[config.mk]
export PLATFORM = sky130hd
export DESIGN_NAME = spike_rate_decoder_flat
export DESIGN_NICKNAME = d
export VERILOG_FILES = /design/src/rtl/spike_rate_decoder_if.sv /design/src/rtl/spike_rate_decoder.sv /design/src/flat_wrapper.sv
export SDC_FILE = /design/constraint.sdc
export NUM_CORES = 1
export LEC_CHECK = 0
export ABC_AREA = 1
export BUFFER_PORTS_ARGS = -buffer_cell sky130_fd_sc_hd__buf_2
export CORE_MARGIN = 1.5
export CORE_UTILIZATION = 59
export CTS_BUF_LIST = sky130_fd_sc_hd__clkbuf_16
export DETAILED_ROUTE_END_ITERATION = 7
export GPL_TIMING_DRIVEN = 0
export PLACE_DENSITY = 0.86
export SETUP_SLACK_MARGIN = 0.2
export SLEW_MARGIN = 5
export SYNTH_ARGS = -nofsm -noshare
export SYNTH_HDL_FRONTEND = slang
export SYNTH_SLANG_ARGS = --single-unit
[constraint.sdc]
create_clock -name clk_i -period 1.88 [get_ports clk_i]
set_clock_uncertainty 0.05 [all_clocks]
set_input_delay 0.376 -clock clk_i [delete_from_list [all_inputs] [get_ports clk_i]]
set_output_delay 0.376 -clock clk_i [all_outputs]
set_load 0.01 [all_outputs]
[src/rtl/spike_rate_decoder_if.sv]
// Spike decoder bus: enable/spike stream in, rate and ISI estimates out.
interface spike_rate_decoder_if #(
  parameter int unsigned ISI_W = 16
);
  logic             en_i;
  logic             spike_i;
  logic [7:0]       rate_o;
  logic             rate_valid_o;
  logic [ISI_W-1:0] isi_o;
  logic             isi_valid_o;
  logic             overflow_o;

  modport master (
    output en_i, spike_i,
    input  rate_o, rate_valid_o, isi_o, isi_valid_o, overflow_o
  );

  modport slave (
    input  en_i, spike_i,
    output rate_o, rate_valid_o, isi_o, isi_valid_o, overflow_o
  );
endinterface

[src/rtl/spike_rate_decoder.sv]
// Spike-train decoder: windowed spike-rate estimate plus inter-spike interval.
// Optional EMA smoothing of the rate is enabled by defining SPIKE_DECODER_EMA_EN.
module spike_rate_decoder #(
  parameter int unsigned WINDOW_CYCLES = 256,
  parameter int unsigned ISI_W         = 16,
  parameter int unsigned EMA_SHIFT     = 2
) (
  input logic                 clk_i,
  input logic                 rst_n,
  spike_rate_decoder_if.slave bus
);

  localparam int unsigned WIN_W = $clog2(WINDOW_CYCLES);
  localparam int unsigned CNT_W = 9;
  localparam logic [ISI_W-1:0] ISI_MAX = '1;

  if (WINDOW_CYCLES < 2 || EMA_SHIFT < 1 || EMA_SHIFT > 7) begin : g_param_check
    $error("spike_rate_decoder: parameter out of range");
  end

  typedef enum logic [1:0] {
    ST_IDLE,
    ST_FIRST,
    ST_RUN
  } state_t;

  state_t             state_q;
  state_t             state_d;
  logic               spike_q;
  logic [WIN_W-1:0]   win_cnt_q;
  logic [CNT_W-1:0]   spike_cnt_q;
  logic [ISI_W-1:0]   isi_cnt_q;
  logic [7:0]         rate_q;
  logic               rate_valid_q;
  logic [ISI_W-1:0]   isi_q;
  logic               isi_valid_q;
  logic               overflow_q;

  logic               event_c;
  logic               win_last_c;
  logic               sat_c;
  logic [CNT_W-1:0]   count_c;
  logic [7:0]         new_rate_c;
  logic [7:0]         rate_next_c;

  // State register
  always_ff @(posedge clk_i or negedge rst_n) begin
    if (!rst_n) begin
      state_q <= ST_IDLE;
    end else begin
      state_q <= state_d;
    end
  end

  // Next state: enable low always parks in IDLE; the enabling cycle acts as FIRST
  always_comb begin
    state_d = state_q;
    if (!bus.en_i) begin
      state_d = ST_IDLE;
    end else begin
      case (state_q)
        ST_IDLE:  state_d = event_c ? ST_RUN : ST_FIRST;
        ST_FIRST: state_d = event_c ? ST_RUN : ST_FIRST;
        ST_RUN:   state_d = ST_RUN;
        default:  state_d = ST_IDLE;
      endcase
    end
  end

  // Edge detect and window-close rate value
  always_comb begin
    event_c    = bus.spike_i & ~spike_q;
    win_last_c = (win_cnt_q == WIN_W'(WINDOW_CYCLES - 1));
    sat_c      = (spike_cnt_q >= CNT_W'(255));
    count_c    = spike_cnt_q + CNT_W'(event_c);
    new_rate_c = sat_c ? 8'hFF : count_c[7:0];
  end

`ifdef SPIKE_DECODER_EMA_EN
  logic              first_win_q;
  logic signed [8:0] ema_diff_c;
  logic signed [8:0] ema_step_c;
  logic signed [9:0] ema_sum_c;

  // Smoothed rate: old + (new - old) >>> EMA_SHIFT, clamped to 0..255
  always_comb begin
    ema_diff_c = $signed({1'b0, new_rate_c}) - $signed({1'b0, rate_q});
    ema_step_c = ema_diff_c >>> EMA_SHIFT;
    ema_sum_c  = $signed({2'b00, rate_q}) + $signed({ema_step_c[8], ema_step_c});
    if (first_win_q) begin
      rate_next_c = new_rate_c;
    end else if (ema_sum_c[9]) begin
      rate_next_c = 8'd0;
    end else if (ema_sum_c[8]) begin
      rate_next_c = 8'hFF;
    end else begin
      rate_next_c = ema_sum_c[7:0];
    end
  end

  // First window after leaving IDLE loads the raw count
  always_ff @(posedge clk_i or negedge rst_n) begin
    if (!rst_n) begin
      first_win_q <= 1'b1;
    end else if (!bus.en_i) begin
      first_win_q <= 1'b1;
    end else if (win_last_c) begin
      first_win_q <= 1'b0;
    end
  end
`else
  always_comb begin
    rate_next_c = new_rate_c;
  end
`endif

  // Window, spike and ISI counters with registered outputs
  always_ff @(posedge clk_i or negedge rst_n) begin
    if (!rst_n) begin
      spike_q      <= 1'b0;
      win_cnt_q    <= '0;
      spike_cnt_q  <= '0;
      isi_cnt_q    <= '0;
      rate_q       <= '0;
      rate_valid_q <= 1'b0;
      isi_q        <= '0;
      isi_valid_q  <= 1'b0;
      overflow_q   <= 1'b0;
    end else begin
      spike_q      <= bus.spike_i;
      rate_valid_q <= 1'b0;
      isi_valid_q  <= 1'b0;
      if (!bus.en_i) begin
        win_cnt_q   <= '0;
        spike_cnt_q <= '0;
        isi_cnt_q   <= '0;
        overflow_q  <= 1'b0;
      end else begin
        win_cnt_q <= win_last_c ? '0 : win_cnt_q + WIN_W'(1);

        if (event_c && sat_c) begin
          overflow_q <= 1'b1;
        end

        // A boundary-cycle event is folded into the closing window via count_c
        if (win_last_c) begin
          spike_cnt_q  <= '0;
          rate_q       <= rate_next_c;
          rate_valid_q <= 1'b1;
        end else if (event_c && !sat_c) begin
          spike_cnt_q <= spike_cnt_q + CNT_W'(1);
        end

        if (event_c) begin
          isi_cnt_q <= ISI_W'(1);
          if (state_q == ST_RUN) begin
            isi_q       <= isi_cnt_q;
            isi_valid_q <= 1'b1;
          end
        end else if (state_q == ST_RUN && isi_cnt_q != ISI_MAX) begin
          isi_cnt_q <= isi_cnt_q + ISI_W'(1);
        end
      end
    end
  end

  assign bus.rate_o       = rate_q;
  assign bus.rate_valid_o = rate_valid_q;
  assign bus.isi_o        = isi_q;
  assign bus.isi_valid_o  = isi_valid_q;
  assign bus.overflow_o   = overflow_q;

endmodule

[src/flat_wrapper.sv]
// flat-port wrapper written by rule: the top's interface ports become plain ports
module spike_rate_decoder_flat 
#(
  parameter int unsigned WINDOW_CYCLES = 256,
  parameter int unsigned ISI_W         = 16,
  parameter int unsigned EMA_SHIFT     = 2
)
  (clk_i, rst_n, bus_en_i, bus_spike_i, bus_rate_o, bus_rate_valid_o, bus_isi_o, bus_isi_valid_o, bus_overflow_o);
  spike_rate_decoder_if #(.ISI_W(ISI_W)) bus_i ();
  input logic clk_i;
  input logic rst_n;
  input wire logic [$bits(bus_i.en_i)-1:0] bus_en_i;
  input wire logic [$bits(bus_i.spike_i)-1:0] bus_spike_i;
  output wire logic [$bits(bus_i.rate_o)-1:0] bus_rate_o;
  output wire logic [$bits(bus_i.rate_valid_o)-1:0] bus_rate_valid_o;
  output wire logic [$bits(bus_i.isi_o)-1:0] bus_isi_o;
  output wire logic [$bits(bus_i.isi_valid_o)-1:0] bus_isi_valid_o;
  output wire logic [$bits(bus_i.overflow_o)-1:0] bus_overflow_o;
  assign bus_i.en_i = bus_en_i;
  assign bus_i.spike_i = bus_spike_i;
  assign bus_rate_o = bus_i.rate_o;
  assign bus_rate_valid_o = bus_i.rate_valid_o;
  assign bus_isi_o = bus_i.isi_o;
  assign bus_isi_valid_o = bus_i.isi_valid_o;
  assign bus_overflow_o = bus_i.overflow_o;
  spike_rate_decoder #(.WINDOW_CYCLES(WINDOW_CYCLES), .ISI_W(ISI_W), .EMA_SHIFT(EMA_SHIFT)) u_core (.clk_i(clk_i), .rst_n(rst_n), .bus(bus_i));
endmodule
==> results of run 1 <==
layout by cell type, fill, tap and decap left out, drive strengths merged, types with 2 or more instances in the layout:
master  Yosys  routed
xor2        9       9
dfrtp      63      63
nand2     129     130
inv        40      42
o21ai      18      18
a21oi      17      17
nand3      36      36
nor3b       3       3
nor2       60      60
nand4       9       9
clkinv      0       3
ha          6       6
a31oi       2       2
buf         8      60
mux2        4       4
clkbuf      0       9
metrics by stage:
| step | std cells | setup slack (ns) | power, W | setup TNS (ns) |
|---|---|---|---|---|
| after floorplan | 411 | 0.197 | 0.00176 | 0 |
| after global routing | 548 | 0.0786 | 0.00352 | 0 |
| after detailed placement | 511 | -0.107 | 0.00192 | -1.13 |
| after CTS | 534 | 0.204 | 0.00333 | 0 |
| final | 548 | 0.139 | 0.00341 | 0 |
| after global placement | 511 | -0.0573 | 0.00191 | -0.557 |
where the power goes:
group / leakage (nW) / total [W] / internal [W] / switching, W
sequential: 0.840 / 0.00153 / 0.00146 / 0.0000656
clock: 0.129 / 0.00140 / 0.000852 / 0.000546
combinational: 1.13 / 0.000480 / 0.000197 / 0.000283
total: 2.10 / 0.00341 / 0.00251 / 0.000895
sequential cells by signal, summed over array words and instances, names as in the netlist:
name,cells
u_core.bus.isi_o,16
u_core.spike_q,1
u_core.bus.rate_o,8
u_core.spike_cnt_q,9
u_core.bus.overflow_o,1
u_core.state_q,2
u_core.bus.rate_valid_o,1
u_core.bus.isi_valid_o,1
u_core.isi_cnt_q,16
u_core.win_cnt_q,8
per-layer routing:
layer  up-vias  wire, um  share of wire [%]  track usage, %
li1       1456         -                  -               -
met2       194      4270                 48            41.8
met3        54       751                8.4            4.40
met1      1524      3540                 40            37.4
met5         -         0                  0               0
met4         0       389                4.3            14.5
how the worst max path moves through the flow:
stage	endpoint	slack, ns	depth (start not counted)
3_3_place_gp	u_core.spike_cnt_q[6]	-0.06	9
3_5_place_dp	u_core.spike_cnt_q[6]	-0.11	9
6_report	u_core.spike_cnt_q[0]	0.14	9
2_1_floorplan	u_core.bus.rate_o[5]	0.20	8
4_1_cts	u_core.spike_cnt_q[6]	0.20	12
5_1_grt	u_core.spike_cnt_q[0]	0.08	12
cell type report:
class / count / area [um^2] / area share (%)
plain buffers: 8 / 66.3 / 1.62
multi-input cells: 301 / 1650 / 40.2
clock buffers: 9 / 225 / 5.49
well taps: 70 / 87.6 / 2.13
clock inverters: 5 / 20.0 / 0.488
flip-flops and latches: 63 / 1580 / 38.6
repair buffers: 52 / 322 / 7.83
inverters: 40 / 150 / 3.66
worst max-delay path: stages, from the launching register on:
cell and delay [ns]:
dfrtp_1 0.43, ha_4 0.21, nand3_2 0.10, nor2_2 0.05, ha_2 0.19, nor2_4 0.15, nand3_4 0.10, buf_4 0.18
nand3_1 0.10, nand2_1 0.07
cells by family after synthesis:
| family | Yosys count | share of synthesized area [%] |
|---|---|---|
| simple gates | 240 | 32.5 |
| flops | 63 | 48.4 |
| buf+inv | 48 | 6.15 |
| compound gates | 40 | 6.57 |
| xor+xnor | 10 | 2.69 |
| fa+ha+maj | 6 | 2.30 |
| mux | 4 | 1.38 |
timing repair:
action                     CTS  global route
cloned                       0             2
pin swaps                    6            11
setup endpoints to repair   32            51
resized for setup           17            41
buffers inserted             9            12
==> flow_summary_export.csv, run 1 <==
group,metric,value,unit
routing,drt_pre_antenna_iters,5,
synthesis,synth.largest_area_cell,"dfrtp_1",
synthesis,synth_edf_count,0,
routing,viasPerCell,5.89,
clocking,cts_num_sinks,63,
timing,slew_headroom,47.9,%
timing,post-route-period-util,92.6,%
synthesis,synth_cell_types,32,
pwr,cellPowerDensity,830,mW/mm^2
worst_setup_path,r2r_cells,9,
routing,num_vias,3228,
timing,rsz0062_at_grt,"true",
layout,diodes,0,
worst_setup_path,r2r_setup_slack,0.14,ns
worst_setup_path,crit_path_end_kind,"flip-flop",
global_routing,overflow,0,
synthesis,async_flop_share,100,%
synthesis,synth_commonest_cells,"nand2_1 (122), dfrtp_1 (63), nor2_1 (52), inv_1 (35), nand3_1 (34)",
timing,drv_slew,0,
global_routing,grtUsageTotal,27.4,%
synthesis,synthTopCellsByArea,"dfrtp_1 (48%), nand2_1 (14%), nor2_1 (6.0%), nand3_1 (5.2%), inv_1 (4.0%)",
die,rows,26,
routing,ant_nets,0,
worst_setup_path,timing_worst_setup_path_type,"reg -> reg",
layout,fin_area,0.00411,mm^2
timing,fmax,0.574,GHz
die,die_y,77.3,um
worst_setup_path,arrival,1.91,ns
timing,hold_slack,0.0749,ns
placed_design,gp_congestion,0.903,
layout,fill_cells,328,
layout,drive_gt1_share,26.8,%
synthesis,synth_top_area_share,48.4,%
clocking,cts_root_buf,"clkbuf_16",
routing,drc,0,
worst_setup_path,crit_start,"u_core.spike_cnt_q[0]",
outcome,status,"completed",
worst_setup_path,crit_fanout,8,
global_routing,grt_pass1_wl,12800,um
layout,area_growth,26.0,%
layout,nets,485,
global_routing,grt_pass1_vias,2767,
clocking,clock_path_buffers,2,
synthesis,synth_nets,421,
routing,finalWirelength,8950,um
synthesis,netlist_area,0.00326,mm^2
pwr,peakVddDrop,0.000651,V
synthesis,ys_ff_latch,63,
routing,drt-initial-drc-count,349,
synthesis,synth.most_common_cell,"nand2_1",
die,io_pins,31,
synthesis,syn_avg_cell_area,7.92,um^2
timing,setup-violations-final,0,
worst_setup_path,start_kind,"flip-flop",
placed_design,dp_hpwl,4700,um
die,start_util,62.6,%
die,core,0.00520,mm^2
timing,worst_pin_slew,0.781,ns
synthesis,yosysSeqAreaShare,48.4,%
synthesis,synthFlopType,"dfrtp_1",
pwr,power_leakage,2.10,nW
worst_hold_path,worstHoldPathType,"in -> async",
worst_setup_path,reg2reg_from,"u_core.spike_cnt_q[0]",
die,die_w,77.3,um
synthesis,synth_cells,411,
worst_setup_path,rr_endpoint,"u_core.spike_cnt_q[0]",
global_routing,grt_antenna_before_repair,0,
clocking,numCtsBuffers,9,
clocking,ctsHoldBuffers,0,
timing,min_period,1.74,ns
placed_design,post_dp_cell_area,0.00350,mm^2
global_routing,grt_max_degree,64,
clocking,clk_pin_slew,0.05,ns
placed_design,port_buffers,30,
clocking,insertion_delay,0.33,ns
flow_run,maxCapViolCount,0,
routing,wl_per_cell,16.3,um
synthesis,yosysWarnings,0,
worst_setup_path,cp_data_required_time,2.05,ns
clocking,cts_tree,"done",
timing,hold_viol_final,0,
clocking,htree_levels,3,
layout,utilization,78.9,%
die,die-area,0.00597,mm^2
Power figures use the tool's default switching activity.
==> run 2: changes to the inputs <==
--- a/config.mk
+++ b/config.mk
@@ -8,11 +8,11 @@
 export ABC_AREA = 1
 export BUFFER_PORTS_ARGS = -buffer_cell sky130_fd_sc_hd__buf_2
 export CORE_MARGIN = 1.5
-export CORE_UTILIZATION = 59
+export CORE_UTILIZATION = 53
 export CTS_BUF_LIST = sky130_fd_sc_hd__clkbuf_16
 export DETAILED_ROUTE_END_ITERATION = 7
 export GPL_TIMING_DRIVEN = 0
-export PLACE_DENSITY = 0.86
+export PLACE_DENSITY = 0.82
 export SETUP_SLACK_MARGIN = 0.2
 export SLEW_MARGIN = 5
 export SYNTH_ARGS = -nofsm -noshare
==> constraint.sdc (replaced) <==
create_clock -name clk_i -period 1.5 [get_ports clk_i]
set_clock_uncertainty 0.05 [all_clocks]
set_input_delay 0.3 -clock clk_i [delete_from_list [all_inputs] [get_ports clk_i]]
set_output_delay 0.3 -clock clk_i [all_outputs]
set_load 0.01 [all_outputs]
==> flow_summary_export.csv, run 2 (synthesis gave the netlist of run 1 again) <==
group,metric,value,unit
layout,layout_commonest_cell,"nand2_1",
worst_setup_path,r2r_cells,10,
routing,drt_pre_antenna_iters,5,
global_routing,met3_usage,5.84,%
timing,post-route-period-util,114,%
global_routing,grt_antenna_before_repair,0,
pwr,cellPowerDensity,944,mW/mm^2
timing,hold_slack,-0.0146,ns
die,core,0.00592,mm^2
global_routing,grt_pass1_vias,3190,
clocking,cts_num_sinks,63,
flow_run,maxCapViolCount,0,
global_routing,grt.busiest_layer,"met2",
global_routing,use_met2,55.4,%
global_routing,overflow,0,
clocking,clk_pin_slew,0.05,ns
timing,worst_slack,-0.216,ns
worst_setup_path,crit_path_end_kind,"flip-flop",
worst_setup_path,crit_start,"u_core.spike_cnt_q[2]",
routing,drc,0,
timing,setup-violations-final,51,
routing,ant_nets,0,
worst_setup_path,cp_cell_sequence,"buf_6, nand2_4, nor2_4, nand3_2, nor2_2, ha_2, nor2_4, nand2_4, o21ai_1, nand2_1",
worst_setup_path,reg2reg_from,"u_core.spike_cnt_q[2]",
routing,viasPerCell,5.99,
layout,fin_area,0.00486,mm^2
clocking,cts_tree,"done",
die,die_y,81.4,um
clocking,insertion_delay,0.34,ns
worst_setup_path,slowest_delay,0.40,ns
layout,drive_gt1_share,44.1,%
layout,area_growth,49.1,%
outcome,violations,"hold timing, setup timing",
layout,final_cell_mix,"nand2_1 (93), dfrtp_1 (55), buf_4 (41)",
die,die-area,0.00662,mm^2
clocking,cts_root_buf,"clkbuf_16",
placed_design,dp_hpwl,4880,um
outcome,status,"finished, violations left",
die,start_util,55.0,%
timing,rsz0062_at_grt,"true",
clocking,htree_levels,3,
worst_setup_path,cp_data_required_time,1.67,ns
pwr,power.total,0.00459,W
clocking,numCtsBuffers,9,
die,die_w,81.4,um
pwr,power_leakage,2.39,nW
layout,fill_cells,319,
global_routing,use_met1,33.4,%
placed_design,post_dp_cell_area,0.00370,mm^2
pwr,peakVddDrop,0.000634,V
layout,nets,517,
routing,drt-initial-drc-count,361,
worst_setup_path,start_kind,"flip-flop",
clocking,clock_path_buffers,2,
placed_design,port_buffers,30,
worst_setup_path,arrival,1.88,ns
routing,wl_per_cell,18.9,um
worst_hold_path,worstHoldPathType,"in -> async",
timing,min_period,1.72,ns
worst_setup_path,slowest_stage,"dfrtp_1",
worst_setup_path,crit_fanout,9,
global_routing,grt_pass1_wl,15200,um
routing,num_vias,3519,
timing,hold_viol_final,14,
timing,worst_pin_slew,0.794,ns
die,rows,28,
placed_design,gp_congestion,0.920,
timing,slew_headroom,47.0,%
timing,fmax,0.583,GHz
worst_setup_path,timing_worst_setup_path_type,"reg -> reg",
timing,drv_slew,0,
routing,finalWirelength,11100,um
layout,diodes,0,
die,io_pins,31,
global_routing,grtUsageTotal,31.5,%
global_routing,grt_max_degree,64,
## run 2: cell count changes in the layout (fill, tap and decap cells not counted), moves of 5 or more
cell     previous run  this run
a21oi_1            15         3
a21oi_2             1        13
buf_12              0         5
buf_4              23        41
nand2_1           114        93
nand2_2            11        28
nor2_1             42        27
nor2_4             10        27
o21ai_0            12         4
o21ai_1             5        10
## run 2: critical path: cells and delay by family (launching register included)
family / cells / cell delay, ns
and+or+nand+nor: 7 / 0.65
DFF: 1 / 0.40
buffers and inverters: 1 / 0.14
AOI/OAI and AO/OA: 1 / 0.19
adders and majority gates: 1 / 0.18
## run 2: routing by layer
metal	up-vias	wire length, um
li1	1524	-
met1	1654	3750
met2	253	5700
met3	88	918
met4	0	716
met5	-	0
## run 2: repair_timing
action                                  4_1_cts  5_1_grt
hold buffers                                  0        0
gates resized for setup                      68       53
buffers inserted                             37       12
endpoints found under the setup margin       57       60
gates cloned                                  5        1
pin swaps                                    29       29
## run 2: power by group
| group | switching, W | internal [W] | leakage [nW] |
|---|---|---|---|
| combinational | 0.000427 | 0.000348 | 1.41 |
| clock | 0.000769 | 0.00109 | 0.141 |
| sequential | 0.000118 | 0.00184 | 0.837 |
| total | 0.00131 | 0.00327 | 2.39 |
## run 2: area by class of cell
class | instances | area (um^2) | share of cell area [%]
sequential | 63 | 1590 | 32.7
multi-input combinational | 302 | 1980 | 40.9
timing repair buffer | 83 | 668 | 13.8
tap | 75 | 93.8 | 1.93
buffer | 8 | 98.8 | 2.04
clock inverter | 7 | 32.5 | 0.670
inverter | 40 | 168 | 3.45
clock buffer | 9 | 225 | 4.64
## run 2: worst paths after layout
| kind | to | slack, ns |
|---|---|---|
| max | u_core.bus.rate_o[7] | -0.22 |
| min | u_core.bus.isi_o[3] | -0.01 |
| max reg2reg | u_core.bus.rate_o[7] | -0.22 |
| min reg2reg | u_core.bus.rate_o[4] | 0.43 |
| max in group asynchronous | u_core.isi_cnt_q[10] | 0.82 |
| min in group clk_i | u_core.spike_q | 0.03 |
## run 2: metrics by stage
stage               setup WS, ns  std cells  utilization, %  setup TNS, ns  hold slack [ns]
global placement          -0.265        516            62.4         -11.23            0.372
finish                    -0.216        587            82.0          -5.49          -0.0146
global route              -0.247        587            82.0          -7.18           0.0344
detailed placement        -0.290        516            62.5          -5.86            0.375
floorplan                -0.0503        411               -         -0.347          -0.0456
CTS                       -0.104        574            77.2          -1.52           0.0334
==> run 3: changes to the inputs <==
--- a/config.mk
+++ b/config.mk
@@ -18,3 +18,4 @@
 export SYNTH_ARGS = -nofsm -noshare
 export SYNTH_HDL_FRONTEND = slang
 export SYNTH_SLANG_ARGS = --single-unit
+export TNS_END_PERCENT = 1
==> flow_summary_export.csv, run 3 (synthesis gave the netlist of run 1 again) <==
group,metric,value,unit
pwr,peakVddDrop,0.000751,V
routing,num_vias,3069,
worst_setup_path,timing_worst_setup_path_type,"reg -> reg",
timing,worst_pin_slew,0.770,ns
placed_design,post_dp_cell_area,0.00360,mm^2
placed_design,place_ws,-0.281,ns
worst_setup_path,cp_data_required_time,1.71,ns
placed_design,port_buffers,30,
clocking,cts_num_sinks,63,
worst_setup_path,crit_path_end_kind,"flip-flop",
global_routing,grt_max_degree,64,
clocking,clk_pin_slew,0.05,ns
routing,drt_pre_antenna_iters,6,
layout,layout_commonest_cell,"nand2_1",
timing,fmax,0.611,GHz
clocking,clock_path_buffers,2,
die,start_util,55.0,%
layout,drive_gt1_share,32.6,%
timing,rsz0062_at_grt,"true",
worst_setup_path,start_kind,"flip-flop",
outcome,violations,"setup timing",
worst_setup_path,reg2reg_from,"u_core.spike_cnt_q[0]",
layout,final_cell_mix,"nand2_1 (105), dfrtp_1 (57), nor2_1 (39)",
worst_setup_path,crit_end,"u_core.spike_cnt_q[2]",
routing,ant_nets,0,
clocking,cts_root_buf,"clkbuf_16",
timing,setup-violations-final,20,
die,die_y,81.4,um
layout,nets,485,
global_routing,grt_pass1_vias,3058,
timing,worst_slack,-0.136,ns
global_routing,grt_pass1_wl,13700,um
flow_run,maxCapViolCount,0,
routing,wl_per_cell,15.1,um
timing,post-route-period-util,109,%
timing,hold_viol_final,0,
worst_hold_path,worstHoldPathType,"in -> async",
pwr,power_leakage,2.14,nW
worst_setup_path,cp_cell_sequence,"ha_4, nand3_4, nor2_4, ha_4, nor2_4, nand3_4, nand2_8, nand2_2, nand2_1",
pwr,power.total,0.00453,W
routing,viasPerCell,5.54,
pwr,cellPowerDensity,1040,mW/mm^2
die,die-area,0.00662,mm^2
timing,drv_slew,0,
clocking,ctsHoldBuffers,0,
layout,diodes,0,
die,io_pins,31,
clocking,numCtsBuffers,9,
die,rows,28,
clocking,cts_tree,"done",
worst_setup_path,crit_start,"u_core.spike_cnt_q[0]",
layout,area_growth,33.2,%
clocking,htree_levels,3,
routing,drt-initial-drc-count,266,
layout,fill_cells,391,
routing,finalWirelength,8370,um
worst_setup_path,r2r_cells,9,
timing,min_period,1.64,ns
die,core,0.00592,mm^2
placed_design,gp_congestion,0.870,
timing,slew_headroom,48.6,%
worst_setup_path,rr_endpoint,"u_core.spike_cnt_q[2]",
worst_setup_path,crit_fanout,8,
placed_design,dp_hpwl,4940,um
die,die_w,81.4,um
worst_setup_path,slowest_delay,0.43,ns
worst_setup_path,arrival,1.85,ns
routing,drc,0,
global_routing,grtUsageTotal,27.5,%
layout,multi_input_area,0.00181,mm^2
outcome,status,"finished, violations left",
clocking,insertion_delay,0.33,ns
worst_setup_path,slowest_stage,"dfrtp_2",
layout,fin_area,0.00434,mm^2
layout,ff_latch_area,0.00158,mm^2
global_routing,overflow,0,
global_routing,grt_antenna_before_repair,0,
worst_setup_path,r2r_setup_slack,-0.14,ns
[run 3: cell types whose count changed in the layout (fill, tap and decap cells not counted), moves of 10 or more]
cell,previous run,this run
buf_4,41,23
nand2_1,93,105
nand2_2,28,18
nor2_1,27,39
nor2_4,27,15
[run 3: cell type report]
type                            instances  share of cell area (%)
Sequential cell                        63                    36.5
Inverter                               40                    3.75
Clock buffer                            9                    5.19
Buffer                                  8                    1.90
Timing Repair Buffer                   52                    7.41
Multi-Input combinational cell        301                    41.8
Clock inverter                          6                    1.21
Tap cell                               75                    2.16
[run 3: worst min path at each step]
stage | startpoint | endpoint | slack [ns] | depth (start not counted)
6_report | rst_n | u_core.bus.rate_o[0] | 0.003 | 1
3_5_place_dp | rst_n | u_core.bus.isi_o[3] | 0.38 | 1
2_1_floorplan | rst_n | u_core.bus.isi_o[0] | -0.05 | 0
5_1_grt | bus_spike_i | u_core.spike_q | 0.04 | 1
3_3_place_gp | bus_spike_i | u_core.spike_q | 0.37 | 1
4_1_cts | rst_n | u_core.bus.isi_o[3] | 0.04 | 1
[run 3: critical path, delay by kind of cell, from the launching register on]
| family | cells | cell delay (ns) |
|---|---|---|
| flip-flops | 1 | 0.43 |
| AND/OR/NAND/NOR | 7 | 0.75 |
| adder cells (fa/ha/maj) | 2 | 0.34 |
[run 3: per-stage QoR]
step                      TNS, ns  instances  utilization, %  hold WS [ns]
after global routing        -4.53        554            73.2        0.0443
after CTS                   -2.32        550            69.8        0.0376
final                       -1.86        554            73.2       0.00302
after floorplan            -0.597        411               -       -0.0456
after detailed placement    -8.78        516            60.7         0.381
after global placement     -13.71        516            60.7         0.372
[run 3: what timing repair did]
| item | in CTS | in global routing |
|---|---|---|
| gates cloned | 1 | 1 |
| endpoints found under the setup margin | 57 | 58 |
| gates resized for setup | 37 | 51 |
| setup buffers | 18 | 3 |
| pin swaps | 19 | 21 |
[run 3: layer usage]
metal  GRT usage (%)  share of wire [%]
met1            32.7                 41
met2            47.4                 52
met3            4.94                5.1
met4            13.4                2.1
met5               0                  0
[run 3: power breakdown]
group          internal [W]  leakage, nW  total [W]  switching (W)
Clock               0.00125        0.140    0.00197       0.000720
Sequential          0.00184        0.840    0.00192      0.0000831
Combinational      0.000259         1.16   0.000638       0.000378
Total               0.00335         2.14    0.00453        0.00118
